## config.mk

```make
export PLATFORM = sky130hd
export DESIGN_NAME = rx_pam4_slicer_ber_flat
export DESIGN_NICKNAME = d
export VERILOG_FILES = /design/src/rtl/rx_pam4_slicer_ber_if.sv /design/src/rtl/rx_pam4_slicer_ber.sv /design/src/flat_wrapper.sv
export SDC_FILE = /design/constraint.sdc
export NUM_CORES = 1
export LEC_CHECK = 0
export ABC_AREA = 1
export CAP_MARGIN = 20
export CORE_UTILIZATION = 55
export DETAILED_ROUTE_END_ITERATION = 8
export PLACE_DENSITY = 0.9
export SYNTH_ARGS = -nofsm -noshare
export SYNTH_HDL_FRONTEND = slang
export SYNTH_SLANG_ARGS = --single-unit
export TNS_END_PERCENT = 100
```

## constraint.sdc

```tcl
create_clock -name clk -period 5.6 [get_ports clk]
set_input_delay 0.84 -clock clk [delete_from_list [all_inputs] [get_ports clk]]
set_output_delay 0.84 -clock clk [all_outputs]
set_load 0.005 [all_outputs]
```

## src/rtl/rx_pam4_slicer_ber_if.sv

```systemverilog
// ============================================================================
// Module   : rx_pam4_slicer_ber_if
// Brief    : Sample/reference/control bundle for the PAM-4 slicer and BER
//            counter. The bit_err_count member exists only with RX_BIT_ERR_EN.
// Revision : 1.0 - initial release
// ============================================================================
`default_nettype none

interface rx_pam4_slicer_ber_if #(
    parameter int CNT_W = 32
);
    logic                    en;
    logic [1:0]              tx_sym;
    logic                    tx_sym_valid;
    logic signed [7:0]       rx_in;
    logic                    rx_in_valid;
    logic                    start;
    logic [1:0]              rx_sym;
    logic                    rx_sym_valid;
    logic                    busy;
    logic                    done;
    logic [CNT_W-1:0]        err_count;
    logic [CNT_W-1:0]        sym_count;
    logic                    overflow;
    logic                    underflow;
`ifdef RX_BIT_ERR_EN
    logic [CNT_W-1:0]        bit_err_count;
`endif

    modport master (
        output en, tx_sym, tx_sym_valid, rx_in, rx_in_valid, start,
`ifdef RX_BIT_ERR_EN
        input  bit_err_count,
`endif
        input  rx_sym, rx_sym_valid, busy, done, err_count, sym_count,
               overflow, underflow
    );

    modport slave (
        input  en, tx_sym, tx_sym_valid, rx_in, rx_in_valid, start,
`ifdef RX_BIT_ERR_EN
        output bit_err_count,
`endif
        output rx_sym, rx_sym_valid, busy, done, err_count, sym_count,
               overflow, underflow
    );
endinterface

`default_nettype wire

```

## src/rtl/rx_pam4_slicer_ber.sv

```systemverilog
// ============================================================================
// Module   : rx_pam4_slicer_ber
// Brief    : Slices signed PAM-4 samples, aligns them to the reference stream
//            through a FIFO and counts symbol errors over a window.
//            Optional macro RX_BIT_ERR_EN adds a Hamming-distance bit counter.
// Revision : 1.0 - initial release
// ============================================================================
`default_nettype none

module rx_pam4_slicer_ber #(
    parameter int DEPTH   = 16,
    parameter int WINDOW  = 1024,
    parameter int CNT_W   = 32,
    parameter int THR_LO  = -32,
    parameter int THR_MID = 0,
    parameter int THR_HI  = 32
) (
    input  wire logic              clk,
    input  wire logic              rst,
    rx_pam4_slicer_ber_if.slave    bus
);

    localparam int AW = (DEPTH > 1) ? $clog2(DEPTH) : 1;

    localparam logic signed [7:0] c_thr_lo  = THR_LO[7:0];
    localparam logic signed [7:0] c_thr_mid = THR_MID[7:0];
    localparam logic signed [7:0] c_thr_hi  = THR_HI[7:0];
    localparam logic [CNT_W-1:0]  c_win_last = CNT_W'(WINDOW - 1);

    localparam logic [1:0] c_IDLE    = 2'd0;
    localparam logic [1:0] c_MEASURE = 2'd1;
    localparam logic [1:0] c_DONE    = 2'd2;

    logic [1:0]       state_q, state_d;
    logic [AW:0]      wr_ptr_q, rd_ptr_q;
    logic [1:0]       mem_q [DEPTH];
    logic [1:0]       rx_sym_q;
    logic             rx_sym_valid_q;
    logic [CNT_W-1:0] sym_q, sym_d;
    logic [CNT_W-1:0] err_q, err_d;
    logic             ovf_q, ovf_d;
    logic             unf_q, unf_d;

    logic             w_push_req, w_pop_req;
    logic             w_full, w_empty;
    logic             w_do_push, w_do_pop;
    logic             w_cmp, w_clear;
    logic [1:0]       w_slice, w_head;
    logic             w_busy, w_done;

    // ---------------- slicer ----------------
    always_comb begin
        if (bus.rx_in < c_thr_lo)
            w_slice = 2'b00;
        else if (bus.rx_in < c_thr_mid)
            w_slice = 2'b01;
        else if (bus.rx_in < c_thr_hi)
            w_slice = 2'b10;
        else
            w_slice = 2'b11;
    end

    // ---------------- reference FIFO ----------------
    assign w_push_req = bus.en & bus.tx_sym_valid;
    assign w_pop_req  = bus.en & bus.rx_in_valid;
    assign w_empty    = (wr_ptr_q == rd_ptr_q);
    assign w_full     = (wr_ptr_q[AW-1:0] == rd_ptr_q[AW-1:0]) &&
                        (wr_ptr_q[AW] != rd_ptr_q[AW]);
    assign w_do_pop   = w_pop_req & ~w_empty;
    // A full FIFO still accepts a push when the head leaves in the same cycle
    assign w_do_push  = w_push_req & (~w_full | w_do_pop);
    assign w_head     = mem_q[rd_ptr_q[AW-1:0]];

    always_ff @(posedge clk) begin
        if (w_do_push)
            mem_q[wr_ptr_q[AW-1:0]] <= bus.tx_sym;
    end

    always_ff @(posedge clk or posedge rst) begin
        if (rst) begin
            wr_ptr_q <= '0;
            rd_ptr_q <= '0;
        end else begin
            if (w_do_push)
                wr_ptr_q <= wr_ptr_q + 1'b1;
            if (w_do_pop)
                rd_ptr_q <= rd_ptr_q + 1'b1;
        end
    end

    // ---------------- measurement FSM ----------------
    assign w_cmp   = w_do_pop & (state_q == c_MEASURE);
    assign w_clear = bus.en & bus.start & (state_q != c_MEASURE);

    always_ff @(posedge clk or posedge rst) begin
        if (rst)
            state_q <= c_IDLE;
        else
            state_q <= state_d;
    end

    always_comb begin
        state_d = state_q;
        case (state_q)
            c_IDLE:    if (w_clear) state_d = c_MEASURE;
            c_MEASURE: if (w_cmp && (sym_q == c_win_last)) state_d = c_DONE;
            c_DONE:    if (w_clear) state_d = c_MEASURE;
            default:   state_d = c_IDLE;
        endcase
    end

    always_comb begin
        w_busy = 1'b0;
        w_done = 1'b0;
        case (state_q)
            c_MEASURE: w_busy = 1'b1;
            c_DONE:    w_done = 1'b1;
            default:   ;
        endcase
    end

    // ---------------- counters and sticky flags ----------------
    always_comb begin
        sym_d = sym_q;
        err_d = err_q;
        ovf_d = ovf_q;
        unf_d = unf_q;
        if (w_clear) begin
            sym_d = '0;
            err_d = '0;
            ovf_d = 1'b0;
            unf_d = 1'b0;
        end
        if (w_cmp) begin
            sym_d = sym_q + 1'b1;
            if ((w_slice != w_head) && (err_q != '1))
                err_d = err_q + 1'b1;
        end
        if (w_push_req && w_full && !w_do_pop)
            ovf_d = 1'b1;
        if (w_pop_req && w_empty)
            unf_d = 1'b1;
    end

    always_ff @(posedge clk or posedge rst) begin
        if (rst) begin
            sym_q          <= '0;
            err_q          <= '0;
            ovf_q          <= 1'b0;
            unf_q          <= 1'b0;
            rx_sym_q       <= 2'b00;
            rx_sym_valid_q <= 1'b0;
        end else begin
            sym_q          <= sym_d;
            err_q          <= err_d;
            ovf_q          <= ovf_d;
            unf_q          <= unf_d;
            rx_sym_valid_q <= w_pop_req;
            if (w_pop_req)
                rx_sym_q <= w_slice;
        end
    end

`ifdef RX_BIT_ERR_EN
    logic [CNT_W-1:0] bit_q, bit_d;
    logic [1:0]       w_diff;
    logic [1:0]       w_ham;
    logic [CNT_W:0]   w_bit_sum;

    assign w_diff    = w_slice ^ w_head;
    assign w_ham     = {1'b0, w_diff[1]} + {1'b0, w_diff[0]};
    assign w_bit_sum = {1'b0, bit_q} + {{(CNT_W-1){1'b0}}, w_ham};

    always_comb begin
        bit_d = bit_q;
        if (w_clear)
            bit_d = '0;
        if (w_cmp)
            bit_d = w_bit_sum[CNT_W] ? '1 : w_bit_sum[CNT_W-1:0];
    end

    always_ff @(posedge clk or posedge rst) begin
        if (rst)
            bit_q <= '0;
        else
            bit_q <= bit_d;
    end

    assign bus.bit_err_count = bit_q;
`endif

    assign bus.rx_sym       = rx_sym_q;
    assign bus.rx_sym_valid = rx_sym_valid_q;
    assign bus.busy         = w_busy;
    assign bus.done         = w_done;
    assign bus.err_count    = err_q;
    assign bus.sym_count    = sym_q;
    assign bus.overflow     = ovf_q;
    assign bus.underflow    = unf_q;

endmodule

`default_nettype wire

```

## src/flat_wrapper.sv

```systemverilog
// flat-port wrapper written by rule: the top's interface ports become plain ports
module rx_pam4_slicer_ber_flat 
#(
    parameter int DEPTH   = 16,
    parameter int WINDOW  = 1024,
    parameter int CNT_W   = 32,
    parameter int THR_LO  = -32,
    parameter int THR_MID = 0,
    parameter int THR_HI  = 32
)
  (clk, rst, bus_en, bus_tx_sym, bus_tx_sym_valid, bus_rx_in, bus_rx_in_valid, bus_start, bus_rx_sym, bus_rx_sym_valid, bus_busy, bus_done, bus_err_count, bus_sym_count, bus_overflow, bus_underflow);
  rx_pam4_slicer_ber_if #(.CNT_W(CNT_W)) bus_i ();
  input  wire logic clk;
  input  wire logic rst;
  input wire logic [$bits(bus_i.en)-1:0] bus_en;
  input wire logic [$bits(bus_i.tx_sym)-1:0] bus_tx_sym;
  input wire logic [$bits(bus_i.tx_sym_valid)-1:0] bus_tx_sym_valid;
  input wire logic [$bits(bus_i.rx_in)-1:0] bus_rx_in;
  input wire logic [$bits(bus_i.rx_in_valid)-1:0] bus_rx_in_valid;
  input wire logic [$bits(bus_i.start)-1:0] bus_start;
  output wire logic [$bits(bus_i.rx_sym)-1:0] bus_rx_sym;
  output wire logic [$bits(bus_i.rx_sym_valid)-1:0] bus_rx_sym_valid;
  output wire logic [$bits(bus_i.busy)-1:0] bus_busy;
  output wire logic [$bits(bus_i.done)-1:0] bus_done;
  output wire logic [$bits(bus_i.err_count)-1:0] bus_err_count;
  output wire logic [$bits(bus_i.sym_count)-1:0] bus_sym_count;
  output wire logic [$bits(bus_i.overflow)-1:0] bus_overflow;
  output wire logic [$bits(bus_i.underflow)-1:0] bus_underflow;
  assign bus_i.en = bus_en;
  assign bus_i.tx_sym = bus_tx_sym;
  assign bus_i.tx_sym_valid = bus_tx_sym_valid;
  assign bus_i.rx_in = bus_rx_in;
  assign bus_i.rx_in_valid = bus_rx_in_valid;
  assign bus_i.start = bus_start;
  assign bus_rx_sym = bus_i.rx_sym;
  assign bus_rx_sym_valid = bus_i.rx_sym_valid;
  assign bus_busy = bus_i.busy;
  assign bus_done = bus_i.done;
  assign bus_err_count = bus_i.err_count;
  assign bus_sym_count = bus_i.sym_count;
  assign bus_overflow = bus_i.overflow;
  assign bus_underflow = bus_i.underflow;
  rx_pam4_slicer_ber #(.DEPTH(DEPTH), .WINDOW(WINDOW), .CNT_W(CNT_W), .THR_LO(THR_LO), .THR_MID(THR_MID), .THR_HI(THR_HI)) u_core (.clk(clk), .rst(rst), .bus(bus_i));
endmodule
```

==> results.py <==
metrics = {
    "run_status": {
        "outcome": "finished with violations",
        "violations": "DRC",
    },
    "die": {
        "ioPinCount": 87,
        "fp.dieW_um": 111,
        "initial_core_util": 0.567,
        "die_h_um": 111,
        "row_count": 39,
        "core_area_mm2": 0.0115,
        "die_area_mm2": 0.0123,
    },
    "clock_tree": {
        "clk_pin_slew_ps": 50,
        "cts_tree": "built",
        "post_cts_buffers": 0,
        "clockBufferDepth": 2,
        "clk_latency_ps": 410,
        "numCtsBuffers": 17,
        "ctsResizeCount": 0,
        "holdBufCountCts": 0,
        "clock_sinks": 113,
        "htree_levels": 4,
        "cts_root_buf": "clkbuf_16",
    },
    "detailed_routing": {
        "dr.pass1.iters": 7,
        "vias": 5728,
        "drt_first_iter_violations": 507,
        "ant_nets": 0,
        "via_per_inst": 5.38,
        "drc": 19,
        "wirelength_um": 15100,
        "drt-wirelength-per-cell_um": 14.2,
    },
    "cells_and_area": {
        "drive_above_1_share": 0.0543,
        "nets": 932,
        "n_antenna_cell": 0,
        "fillCellCount": 913,
        "fin_util": 0.685,
        "area_growth_pct": 20.8,
        "final_cells": 1064,
    },
    "timing": {
        "fin_crit_sh": 0.576,
        "final_hold_viol_count": 0,
        "setup_viol": 0,
        "skew_ps": 7.07,
        "worst_pin_slew_ps": 927,
        "fin_ws_ps": 2380,
        "fin_crit_ps": 3220,
        "relSlewSlack": 0.381,
        "fmax_ghz": 0.310,
        "rsz0062_at_grt": "false",
        "finalMaxSlewViolations": 0,
        "setup_tns_ps": 0,
        "hold_ws_ps": 487,
    },
    "logic_synthesis": {
        "synth_area_mm2": 0.00653,
        "synth_seq_cells": 113,
        "ys_warn_count": 0,
        "syn_avg_cell_area_um2": 7.89,
        "ys_seq_area_frac": 0.458,
        "syn_nets": 851,
        "synthCells": 827,
        "ys_types": 39,
    },
    "grt": {
        "grt_pass1_vias": 5535,
        "grt_max_degree": 46,
        "grt_util_all_layers": 0.263,
        "antenna_found_initial": 0,
        "grt_pass1_wl_um": 25600,
        "overflow": 0,
    },
    "job": {
        "maxCapViolCount": 0,
    },
    "worst_setup_path": {
        "crit_required_ps": 5870,
        "worst-r2r-setup-slack_ps": 2490,
        "critPathMaxFanout": 45,
        "ff2ff_path_depth": 10,
        "worst_setup_path_start_kind": "input pin",
        "critical_path_class": "in -> reg",
        "r2r-end": "u_core.bus.err_count[15]",
        "arrival_ps": 3500,
        "r2r-start": "u_core.rd_ptr_q[0]",
        "cp-end-kind": "flop",
    },
    "power": {
        "power_density_mw_per_mm2": 474,
        "p_seq_frac": 0.375,
        "ir_worst_vdd_uv": 232,
        "p_leak_nw": 3.46,
        "combPwrFrac": 0.372,
        "power.share.clock": 0.253,
        "switching_share": 0.381,
        "switchingPower_mw": 1.43,
        "cell_internal_pwr_mw": 2.31,
    },
    "hold_path": {
        "min_to": "u_core.bus.rx_sym[1]",
        "min_path_type": "reg -> reg",
        "worstHoldStart": "u_core.bus.rx_sym[1]",
        "whs_path_depth": 2,
    },
    "placement": {
        "hpwl_um": 10600,
        "io_buffer_count": 81,
        "globalplace.congestion": 0.946,
        "placed_cells": 1032,
        "place_ws_ps": 1980,
    },
}
[Yosys cell counts, drive strengths merged]
master	instances	share of area
inv	116	0.068
buf	16	0.021
ha	8	0.015
nand4	18	0.020
nand3	67	0.052
and3	1	0.00096
clkbuf	4	0.0023
o21ai	36	0.033
edfxtp	32	0.15
clkinv	1	0.00057
nand2	235	0.14
nor4	6	0.0058
mux2i	4	0.0061
nor2	100	0.065
a21oi	9	0.0069
nor3	25	0.019
dfrtp	81	0.31
nand3b	5	0.0063
o22ai	5	0.0048
xor2	51	0.068
xnor2	6	0.0081
or2	1	0.00096
[critical path, stage by stage]
cell and delay (ps):
clkdlybuf4s50_1 550, nand2_1 180, inv_1 180, nand2_4 100
nor2_8 340, inv_4 130, nor2_4 440, nand2_4 420
nand2_1 210, o21ai_2 80
[placed cells by master, fill, tap and decap left out, drive strengths merged]
cell / Yosys / routed
nand2: 235 / 235
inv: 116 / 115
nor2: 100 / 100
clkdlybuf4s50: 0 / 81
dfrtp: 81 / 81
nand3: 67 / 67
xor2: 51 / 51
o21ai: 36 / 36
edfxtp: 32 / 32
nor3: 25 / 25
clkbuf: 4 / 22
nand4: 18 / 18
clkinv: 1 / 11
a21oi: 9 / 9
ha: 8 / 8
xnor2: 6 / 6
nor4: 6 / 6
o22ai: 5 / 5
nand3b: 5 / 5
mux2i: 4 / 4
and3: 1 / 1
or2: 1 / 1
bufinv: 0 / 1
buf: 16 / 1
[cell type report]
cell class	count	area [um^2]	area share
clock buffer	22	444	0.0563
clock inverter	10	68.8	0.00873
inverter	117	448	0.0568
multi-input combinational	577	2940	0.373
sequential	113	2990	0.379
tap	143	179	0.0227
timing repair buffer	82	818	0.104
[worst max-delay path by stage]
stage | cells after the start | end | slack, ps | startpoint
3_3_place_gp | 10 | u_core.bus.err_count[16] | 2050 | bus_en
5_1_grt | 10 | u_core.bus.err_count[15] | 2160 | bus_en
6_report | 10 | u_core.bus.err_count[15] | 2380 | bus_en
2_1_floorplan | 1 | u_core.bus.err_count[0] | 2680 | rst
3_5_place_dp | 10 | u_core.bus.err_count[15] | 1980 | bus_en
4_1_cts | 10 | u_core.bus.err_count[15] | 2370 | bus_en
[metal layers]
metal,vias up,GRT usage,wire [um]
li1,2792,-,-
met1,2660,0.335,6370
met4,0,0.116,403
met3,39,0.0552,916
met5,-,0,0
met2,237,0.433,7370
[stage by stage]
stage / total power [mW] / area [um^2]
global placement: 2.72 / 7370
finish: 3.74 / 7880
floorplan: 2.23 / 6530
CTS: 3.74 / 7880
global route: 3.99 / 7880
detailed placement: 2.77 / 7370
[power groups by stage]
stage               clock network, mW  registers, mW  logic (mW)
floorplan                           0           1.31       0.920
global placement                    0           1.40        1.32
detailed placement                  0           1.40        1.37
CTS                             0.952           1.39        1.39
global route                    0.994           1.44        1.55
finish                          0.947           1.40        1.39
[registers in the layout, indices dropped and copies added (netlist names)]
register                 flops
u_core.wr_ptr_q              5
u_core.state_q               2
u_core.bus.rx_sym            2
u_core.mem_q                32
u_core.bus.sym_count        32
u_core.bus.underflow         1
u_core.rd_ptr_q              5
u_core.bus.rx_sym_valid      1
u_core.bus.err_count        32
u_core.bus.overflow          1
[logic make-up after synthesis]
kind of cell | Yosys count | share of synthesized area
simple gates | 458 | 0.308
mux | 4 | 0.00613
xor+xnor | 57 | 0.0765
flops | 113 | 0.458
fa+ha+maj | 8 | 0.0153
compound gates | 50 | 0.0445
buf+inv | 137 | 0.0922
Note: power is estimated with default switching activity, not from simulation.
